**src/rtl/countdown_timer_if.sv**
```systemverilog
// Button inputs and display/status outputs of the countdown timer.
// The master side drives the buttons; the slave side is the timer itself.
interface countdown_timer_if;
    logic       start_stop;
    logic       inc_min;
    logic       inc_sec;
    logic [6:0] firstSegment;
    logic [6:0] secondSegment;
    logic [6:0] thirdSegment;
    logic [6:0] fourthSegment;
    logic       running;
    logic       alarm;

    modport master (
        output start_stop, inc_min, inc_sec,
        input  firstSegment, secondSegment, thirdSegment, fourthSegment, running, alarm
    );

    modport slave (
        input  start_stop, inc_min, inc_sec,
        output firstSegment, secondSegment, thirdSegment, fourthSegment, running, alarm
    );
endinterface

```
**src/rtl/countdown_timer.sv**
```systemverilog
// MM:SS countdown timer with button load, start/pause/resume and an alarm at 00:00.
// The four BCD digits drive active-low seven-segment outputs (NumDisplay encoding).
module countdown_timer #(
    parameter int unsigned TICKS_PER_SEC = 50000000
) (
    input  logic              clk,
    input  logic              reset,
    countdown_timer_if.slave  tmr
);
    localparam int unsigned PW = (TICKS_PER_SEC > 2) ? $clog2(TICKS_PER_SEC) : 1;
    localparam logic [PW-1:0] TERM = PW'(TICKS_PER_SEC - 1);

    typedef enum logic [1:0] {IDLE, RUN, PAUSE, ALARM} state_t;

    state_t        r_state;
    logic [PW-1:0] r_presc;
    logic [2:0]    r_mt, r_st;
    logic [3:0]    r_mo, r_so;
    logic          r_prev_ss, r_prev_min, r_prev_sec;
    logic          r_running, r_alarm;

    logic          w_ss_edge, w_min_edge, w_sec_edge;
    logic          w_is_zero, w_is_one, w_term;
    logic [2:0]    w_dec_mt, w_dec_st, w_inc_mt, w_inc_st;
    logic [3:0]    w_dec_mo, w_dec_so, w_inc_mo, w_inc_so;

    assign w_ss_edge  = tmr.start_stop & ~r_prev_ss;
    assign w_min_edge = tmr.inc_min    & ~r_prev_min;
    assign w_sec_edge = tmr.inc_sec    & ~r_prev_sec;
    assign w_is_zero  = (r_mt == 3'd0) && (r_mo == 4'd0) && (r_st == 3'd0) && (r_so == 4'd0);
    assign w_is_one   = (r_mt == 3'd0) && (r_mo == 4'd0) && (r_st == 3'd0) && (r_so == 4'd1);
    assign w_term     = (r_presc == TERM);

    // One-second BCD decrement with borrow; only used when time is non-zero.
    always_comb begin
        w_dec_mt = r_mt;
        w_dec_mo = r_mo;
        w_dec_st = r_st;
        w_dec_so = r_so - 4'd1;
        if (r_so == 4'd0) begin
            w_dec_so = 4'd9;
            w_dec_st = r_st - 3'd1;
            if (r_st == 3'd0) begin
                w_dec_st = 3'd5;
                w_dec_mo = r_mo - 4'd1;
                if (r_mo == 4'd0) begin
                    w_dec_mo = 4'd9;
                    w_dec_mt = r_mt - 3'd1;
                end
            end
        end
    end

    always_comb begin
        w_inc_mt = r_mt;
        w_inc_mo = r_mo + 4'd1;
        if (r_mo == 4'd9) begin
            w_inc_mo = 4'd0;
            w_inc_mt = (r_mt == 3'd5) ? 3'd0 : r_mt + 3'd1;
        end
        w_inc_st = r_st;
        w_inc_so = r_so + 4'd1;
        if (r_so == 4'd9) begin
            w_inc_so = 4'd0;
            w_inc_st = (r_st == 3'd5) ? 3'd0 : r_st + 3'd1;
        end
    end

    always_ff @(posedge clk) begin
        if (!reset) begin
            r_state    <= IDLE;
            r_presc    <= '0;
            r_mt       <= '0;
            r_mo       <= '0;
            r_st       <= '0;
            r_so       <= '0;
            r_running  <= 1'b0;
            r_alarm    <= 1'b0;
            r_prev_ss  <= 1'b1;
            r_prev_min <= 1'b1;
            r_prev_sec <= 1'b1;
        end else begin
            r_prev_ss  <= tmr.start_stop;
            r_prev_min <= tmr.inc_min;
            r_prev_sec <= tmr.inc_sec;
            case (r_state)
                IDLE: begin
                    if (w_ss_edge) begin
                        if (!w_is_zero) begin
                            r_state   <= RUN;
                            r_running <= 1'b1;
                            r_presc   <= '0;
                        end
                    end else begin
                        if (w_min_edge) begin
                            r_mt <= w_inc_mt;
                            r_mo <= w_inc_mo;
                        end
                        if (w_sec_edge) begin
                            r_st <= w_inc_st;
                            r_so <= w_inc_so;
                        end
                    end
                end
                RUN: begin
                    // Pause takes priority over a coincident terminal count.
                    if (w_ss_edge) begin
                        r_state   <= PAUSE;
                        r_running <= 1'b0;
                    end else if (w_term) begin
                        r_presc <= '0;
                        r_mt    <= w_dec_mt;
                        r_mo    <= w_dec_mo;
                        r_st    <= w_dec_st;
                        r_so    <= w_dec_so;
                        if (w_is_one) begin
                            r_state   <= ALARM;
                            r_running <= 1'b0;
                            r_alarm   <= 1'b1;
                        end
                    end else begin
                        r_presc <= r_presc + 1'b1;
                    end
                end
                PAUSE: begin
                    if (w_ss_edge) begin
                        r_state   <= RUN;
                        r_running <= 1'b1;
                    end
                end
                ALARM: begin
                    if (w_ss_edge) begin
                        r_state <= IDLE;
                        r_alarm <= 1'b0;
                    end
                end
                default: r_state <= IDLE;
            endcase
        end
    end

    function automatic logic [6:0] seg7(input logic [3:0] d);
        case (d)
            4'd0:    seg7 = 7'b1000000;
            4'd1:    seg7 = 7'b1111001;
            4'd2:    seg7 = 7'b0100100;
            4'd3:    seg7 = 7'b0110000;
            4'd4:    seg7 = 7'b0011001;
            4'd5:    seg7 = 7'b0010010;
            4'd6:    seg7 = 7'b0000010;
            4'd7:    seg7 = 7'b1111000;
            4'd8:    seg7 = 7'b0000000;
            4'd9:    seg7 = 7'b0010000;
            default: seg7 = 7'b1111111;
        endcase
    endfunction

    assign tmr.firstSegment  = seg7({1'b0, r_mt});
    assign tmr.secondSegment = seg7(r_mo);
    assign tmr.thirdSegment  = seg7({1'b0, r_st});
    assign tmr.fourthSegment = seg7(r_so);
    assign tmr.running       = r_running;
    assign tmr.alarm         = r_alarm;
endmodule

```
**src/flat_wrapper.sv**
```systemverilog
// flat-port wrapper written by rule: the top's interface ports become plain ports
module countdown_timer_flat 
#(
    parameter int unsigned TICKS_PER_SEC = 50000000
)
  (clk, reset, tmr_start_stop, tmr_inc_min, tmr_inc_sec, tmr_firstSegment, tmr_secondSegment, tmr_thirdSegment, tmr_fourthSegment, tmr_running, tmr_alarm);
  countdown_timer_if tmr_i ();
  input  logic clk;
  input  logic reset;
  input wire logic [$bits(tmr_i.start_stop)-1:0] tmr_start_stop;
  input wire logic [$bits(tmr_i.inc_min)-1:0] tmr_inc_min;
  input wire logic [$bits(tmr_i.inc_sec)-1:0] tmr_inc_sec;
  output wire logic [$bits(tmr_i.firstSegment)-1:0] tmr_firstSegment;
  output wire logic [$bits(tmr_i.secondSegment)-1:0] tmr_secondSegment;
  output wire logic [$bits(tmr_i.thirdSegment)-1:0] tmr_thirdSegment;
  output wire logic [$bits(tmr_i.fourthSegment)-1:0] tmr_fourthSegment;
  output wire logic [$bits(tmr_i.running)-1:0] tmr_running;
  output wire logic [$bits(tmr_i.alarm)-1:0] tmr_alarm;
  assign tmr_i.start_stop = tmr_start_stop;
  assign tmr_i.inc_min = tmr_inc_min;
  assign tmr_i.inc_sec = tmr_inc_sec;
  assign tmr_firstSegment = tmr_i.firstSegment;
  assign tmr_secondSegment = tmr_i.secondSegment;
  assign tmr_thirdSegment = tmr_i.thirdSegment;
  assign tmr_fourthSegment = tmr_i.fourthSegment;
  assign tmr_running = tmr_i.running;
  assign tmr_alarm = tmr_i.alarm;
  countdown_timer #(.TICKS_PER_SEC(TICKS_PER_SEC)) u_core (.clk(clk), .reset(reset), .tmr(tmr_i));
endmodule
```
**config.mk**
```make
export PLATFORM = sky130hd
export DESIGN_NAME = countdown_timer_flat
export DESIGN_NICKNAME = d
export VERILOG_FILES = /design/src/rtl/countdown_timer_if.sv /design/src/rtl/countdown_timer.sv /design/src/flat_wrapper.sv
export SDC_FILE = /design/constraint.sdc
export NUM_CORES = 1
export LEC_CHECK = 0
export CORE_ASPECT_RATIO = 0.6
export CORE_MARGIN = 8
export CORE_UTILIZATION = 55
export DETAILED_ROUTE_END_ITERATION = 8
export GPL_ROUTABILITY_DRIVEN = 0
export PLACE_DENSITY = 0.88
export SYNTH_ARGS = -nofsm -noshare
export SYNTH_HDL_FRONTEND = slang
export SYNTH_SLANG_ARGS = --single-unit
```
**constraint.sdc**
```tcl
create_clock -name clk -period 3.7 [get_ports clk]
set_input_delay 0.37 -clock clk [delete_from_list [all_inputs] [get_ports clk]]
set_output_delay 0.37 -clock clk [all_outputs]
set_load 0.01 [all_outputs]
```
==> flow_metrics.py <==
metrics = {
    "synth": {
        "ys_types": 63,
        "syn_nets": 509,
        "synthCells": 478,
        "ys_warn_count": 0,
        "synth_flop_cell": "dfxtp_1",
        "synth.area.top_cells": "dfxtp_1, ha_1, nor2_1, xor2_1, nand2_1",
        "netlist_area_um2": 4140,
        "synth_top_area_share": 0.363,
        "ys_ff_latch": 75,
        "yosysTopAreaCell": "dfxtp_1",
        "async_reset_ff_frac": 0,
        "avgSynthCellArea_um2": 8.66,
        "synth_edf_count": 0,
        "seq_area_frac_synth": 0.363,
    },
    "critical_path": {
        "r2r_start": "u_core.r_presc[0]$_SDFFE_PN0P_",
        "endpoint_kind": "flop",
        "worstSetupEndpoint": "u_core.tmr.fourthSegment[4]$_DFF_P_",
        "reg2reg_to": "u_core.tmr.fourthSegment[4]$_DFF_P_",
        "worstSetupPathType": "reg -> reg",
        "crit_cells": 11,
        "worst_ep_arrival_time_ns": 3.51,
        "critPathMaxStageDelay_ns": 0.53,
        "ff2ff_path_depth": 11,
        "reg2reg_slack_ns": 0.43,
        "crit_path_top_delay_cell": "o41a_1",
        "crit_required_ns": 3.94,
        "path_max_fanout": 9,
        "critical_path.most_common_cell": "ha_1",
        "startpoint": "u_core.r_presc[0]$_SDFFE_PN0P_",
        "crit_family": "compound AO/OA/AOI/OAI gates",
        "worst-path-buf-inv": 1,
        "crit_chain": "ha_1 > nand2_1 > or2_2 > o41a_1 > nor3_1 > o32a_1 > and2_1 > inv_1 > ha_1 > mux2_2 > a221oi_2",
        "cp-start-kind": "flop",
    },
    "floorplanning": {
        "fp.dieH_um": 83.2,
        "rows": 24,
        "coreArea_um2": 7270,
        "fp.dieW_um": 128,
        "initial_core_util": 0.570,
        "die_area_um2": 10700,
        "ioPinCount": 35,
    },
    "clock_network": {
        "clockBufferDepth": 2,
        "cts_sinks": 75,
        "h-tree-depth": 3,
        "post_cts_resized": 0,
        "cts-root-buf": "clkbuf_16",
        "cts_tree": "built",
        "cts_hold_buf": 0,
        "post-cts-setup-buffer-count": 0,
        "cts_buffers": 9,
        "path_clk_slew_ns": 0.05,
        "clk_latency_ns": 0.34,
    },
    "global_route": {
        "grt.overflow.total": 0,
        "grt_antenna_before_repair": 0,
        "grt_usage": 0.200,
        "grt_pass1_vias": 3552,
        "grt_pass1_wl_um": 17500,
        "grt_max_degree": 25,
    },
    "run": {
        "cap_violations": 0,
    },
    "route": {
        "ant_nets": 0,
        "drc": 0,
        "wirelength_um": 10200,
        "detail_route.wl_per_cell_um": 16.5,
        "first_pass_iters": 5,
        "via_count": 3680,
        "drtIter0Drc": 397,
        "routed_via_density": 5.96,
    },
    "layout": {
        "nNetsFinal": 539,
        "antenna_cells": 0,
        "fill_cells": 590,
        "synthToLayoutAreaGrowth_pct": 17.8,
        "drive_gt1_frac": 0.0936,
    },
    "timing": {
        "maxSlewHeadroom": 0.415,
        "layout_min_cycle_time_ns": 3.27,
        "fin_skew_ns": 0.00646,
        "fin_hold_ws_ns": 0.509,
        "finalMaxSlewViolations": 0,
        "final_hold_viol_count": 0,
        "tightest_slew_ns": 0.874,
        "tns_ns": 0,
        "setup_viol": 0,
        "rsz0062_at_grt": "false",
        "clock.fmax_mhz": 306,
        "finalCritPeriodShare": 0.883,
    },
    "min_path": {
        "hold_path_class": "reg -> reg",
    },
    "power": {
        "leakagePower_uw": 0.00184,
        "power_density_nw_per_um2": 394,
        "ir_worst_vdd_mv": 0.338,
    },
    "outcome": {
        "status": "finished clean",
    },
    "place": {
        "io_buffer_count": 34,
        "dp_hpwl_um": 7370,
    },
}
per-layer routing:
metal / track usage / wire length (µm) / share of wire / vias up
met5: 0 / 0 / 0 / -
met4: 0.0805 / 164 / 0.016 / 0
met2: 0.296 / 4490 / 0.44 / 166
li1: - / - / - / 1754
met3: 0.0644 / 924 / 0.090 / 18
met1: 0.262 / 4630 / 0.45 / 1742
cell type report:
type	count	area, µm²	area share
Multi-Input combinational cell	353	2440	0.500
Clock buffer	11	243	0.0498
Sequential cell	75	1500	0.308
Tap cell	104	130	0.0267
Timing Repair Buffer	45	423	0.0867
Clock inverter	5	52.6	0.0108
Inverter	24	90.1	0.0185
cell families after synthesis:
| family | after synthesis | synth area share |
|---|---|---|
| buf+inv | 50 | 0.0487 |
| flops | 75 | 0.363 |
| compound gates | 82 | 0.138 |
| simple gates | 196 | 0.258 |
| fa+ha+maj | 26 | 0.0786 |
| xor+xnor | 29 | 0.0613 |
| mux | 20 | 0.0529 |
how the worst min path moves through the flow:
stage	startpoint	endpoint	slack [ns]	cells after the start
2_1_floorplan	u_core.r_presc[25]$_SDFFE_PN0P_	u_core.r_presc[25]$_SDFFE_PN0P_	0.46	2
3_3_place_gp	u_core.r_presc[1]$_SDFFE_PN0P_	u_core.r_presc[1]$_SDFFE_PN0P_	0.49	2
3_5_place_dp	u_core.r_presc[1]$_SDFFE_PN0P_	u_core.r_presc[1]$_SDFFE_PN0P_	0.50	2
4_1_cts	u_core.r_presc[1]$_SDFFE_PN0P_	u_core.r_presc[1]$_SDFFE_PN0P_	0.51	2
5_1_grt	u_core.r_presc[1]$_SDFFE_PN0P_	u_core.r_presc[1]$_SDFFE_PN0P_	0.55	2
6_report	u_core.r_presc[1]$_SDFFE_PN0P_	u_core.r_presc[1]$_SDFFE_PN0P_	0.51	2
Yosys cell counts, types with 2 or more instances:
library cell / n
a21oi_1: 24
or4_4: 3
and4_1: 6
o41ai_1: 2
nor4bb_1: 2
or2_2: 2
or3_1: 6
mux2_2: 7
o22ai_1: 3
o21a_1: 2
a311oi_1: 2
nor4_1: 7
nor4b_1: 9
mux2i_1: 11
buf_1: 5
o21bai_1: 2
nand4_1: 14
nor3_2: 2
dfxtp_1: 75
ha_1: 26
a211oi_1: 3
o211ai_1: 4
mux2_4: 2
o31ai_1: 2
clkbuf_1: 15
nor3_1: 10
nor3b_1: 4
buf_2: 5
a31oi_1: 4
or4_1: 4
nor2_1: 57
and2_1: 6
nand3_1: 9
xor2_1: 16
a211o_1: 2
nand2_1: 34
o21ai_0: 16
o31a_1: 2
inv_1: 23
and3_1: 3
nand2b_1: 9
xnor2_1: 13
o41a_1: 2
nor2b_1: 4
sequential cells by signal, indices dropped and copies added, names as in the netlist:
name and flops:
u_core.r_prev_sec 1, u_core.r_so 4, u_core.r_mt 3, u_core.r_mo 4, u_core.tmr.thirdSegment 7, u_core.r_presc 26, u_core.tmr.secondSegment 7, u_core.tmr.fourthSegment 7
u_core.tmr.alarm 1, u_core.tmr.firstSegment 7, u_core.tmr.running 1, u_core.r_st 3, u_core.r_state 2, u_core.r_prev_min 1, u_core.r_prev_ss 1
cells in the final DEF, fill, tap and decap left out, types with 3 or more instances in the layout:
cell type	n
mux2_2	7
nor2b_1	4
dfxtp_1	75
xnor2_1	13
inv_1	23
a31oi_1	4
nor4_1	7
nor2_1	57
and4_1	6
nand2_1	34
nor3b_1	4
nor4b_1	9
a21oi_1	24
mux2i_1	11
a211oi_1	3
clkinv_2	3
o21ai_0	16
xor2_1	16
and2_1	6
nor3_1	10
clkdlybuf4s50_1	34
nand3_1	9
clkbuf_16	9
nand4_1	14
or3_1	6
ha_1	26
o211ai_1	4
or4_1	4
buf_4	11
or4_4	3
nand2b_1	9
o22ai_1	3
and3_1	3
tightest hold or removal path: cells and delay by family, from the launching register on:
kind           cells  cell delay (ns)
flip-flops         1             0.32
AO/OA/AOI/OAI      2             0.15
power by group:
group | internal, µW | switching (µW)
logic | 89.2 | 113
registers | 832 | 21.0
clock network | 536 | 330
stage by stage:
step	area [µm²]	setup WS, ns	util	cells	power, µW
final	4880	0.433	0.671	617	1920
after global routing	4880	0.164	0.671	617	1990
after CTS	4880	0.439	0.671	617	1930
after detailed placement	4580	0.459	0.631	601	1070
after global placement	4580	0.575	0.631	601	1060
after floorplan	4140	0.435	-	478	992
(Power assumes the default switching activity.)
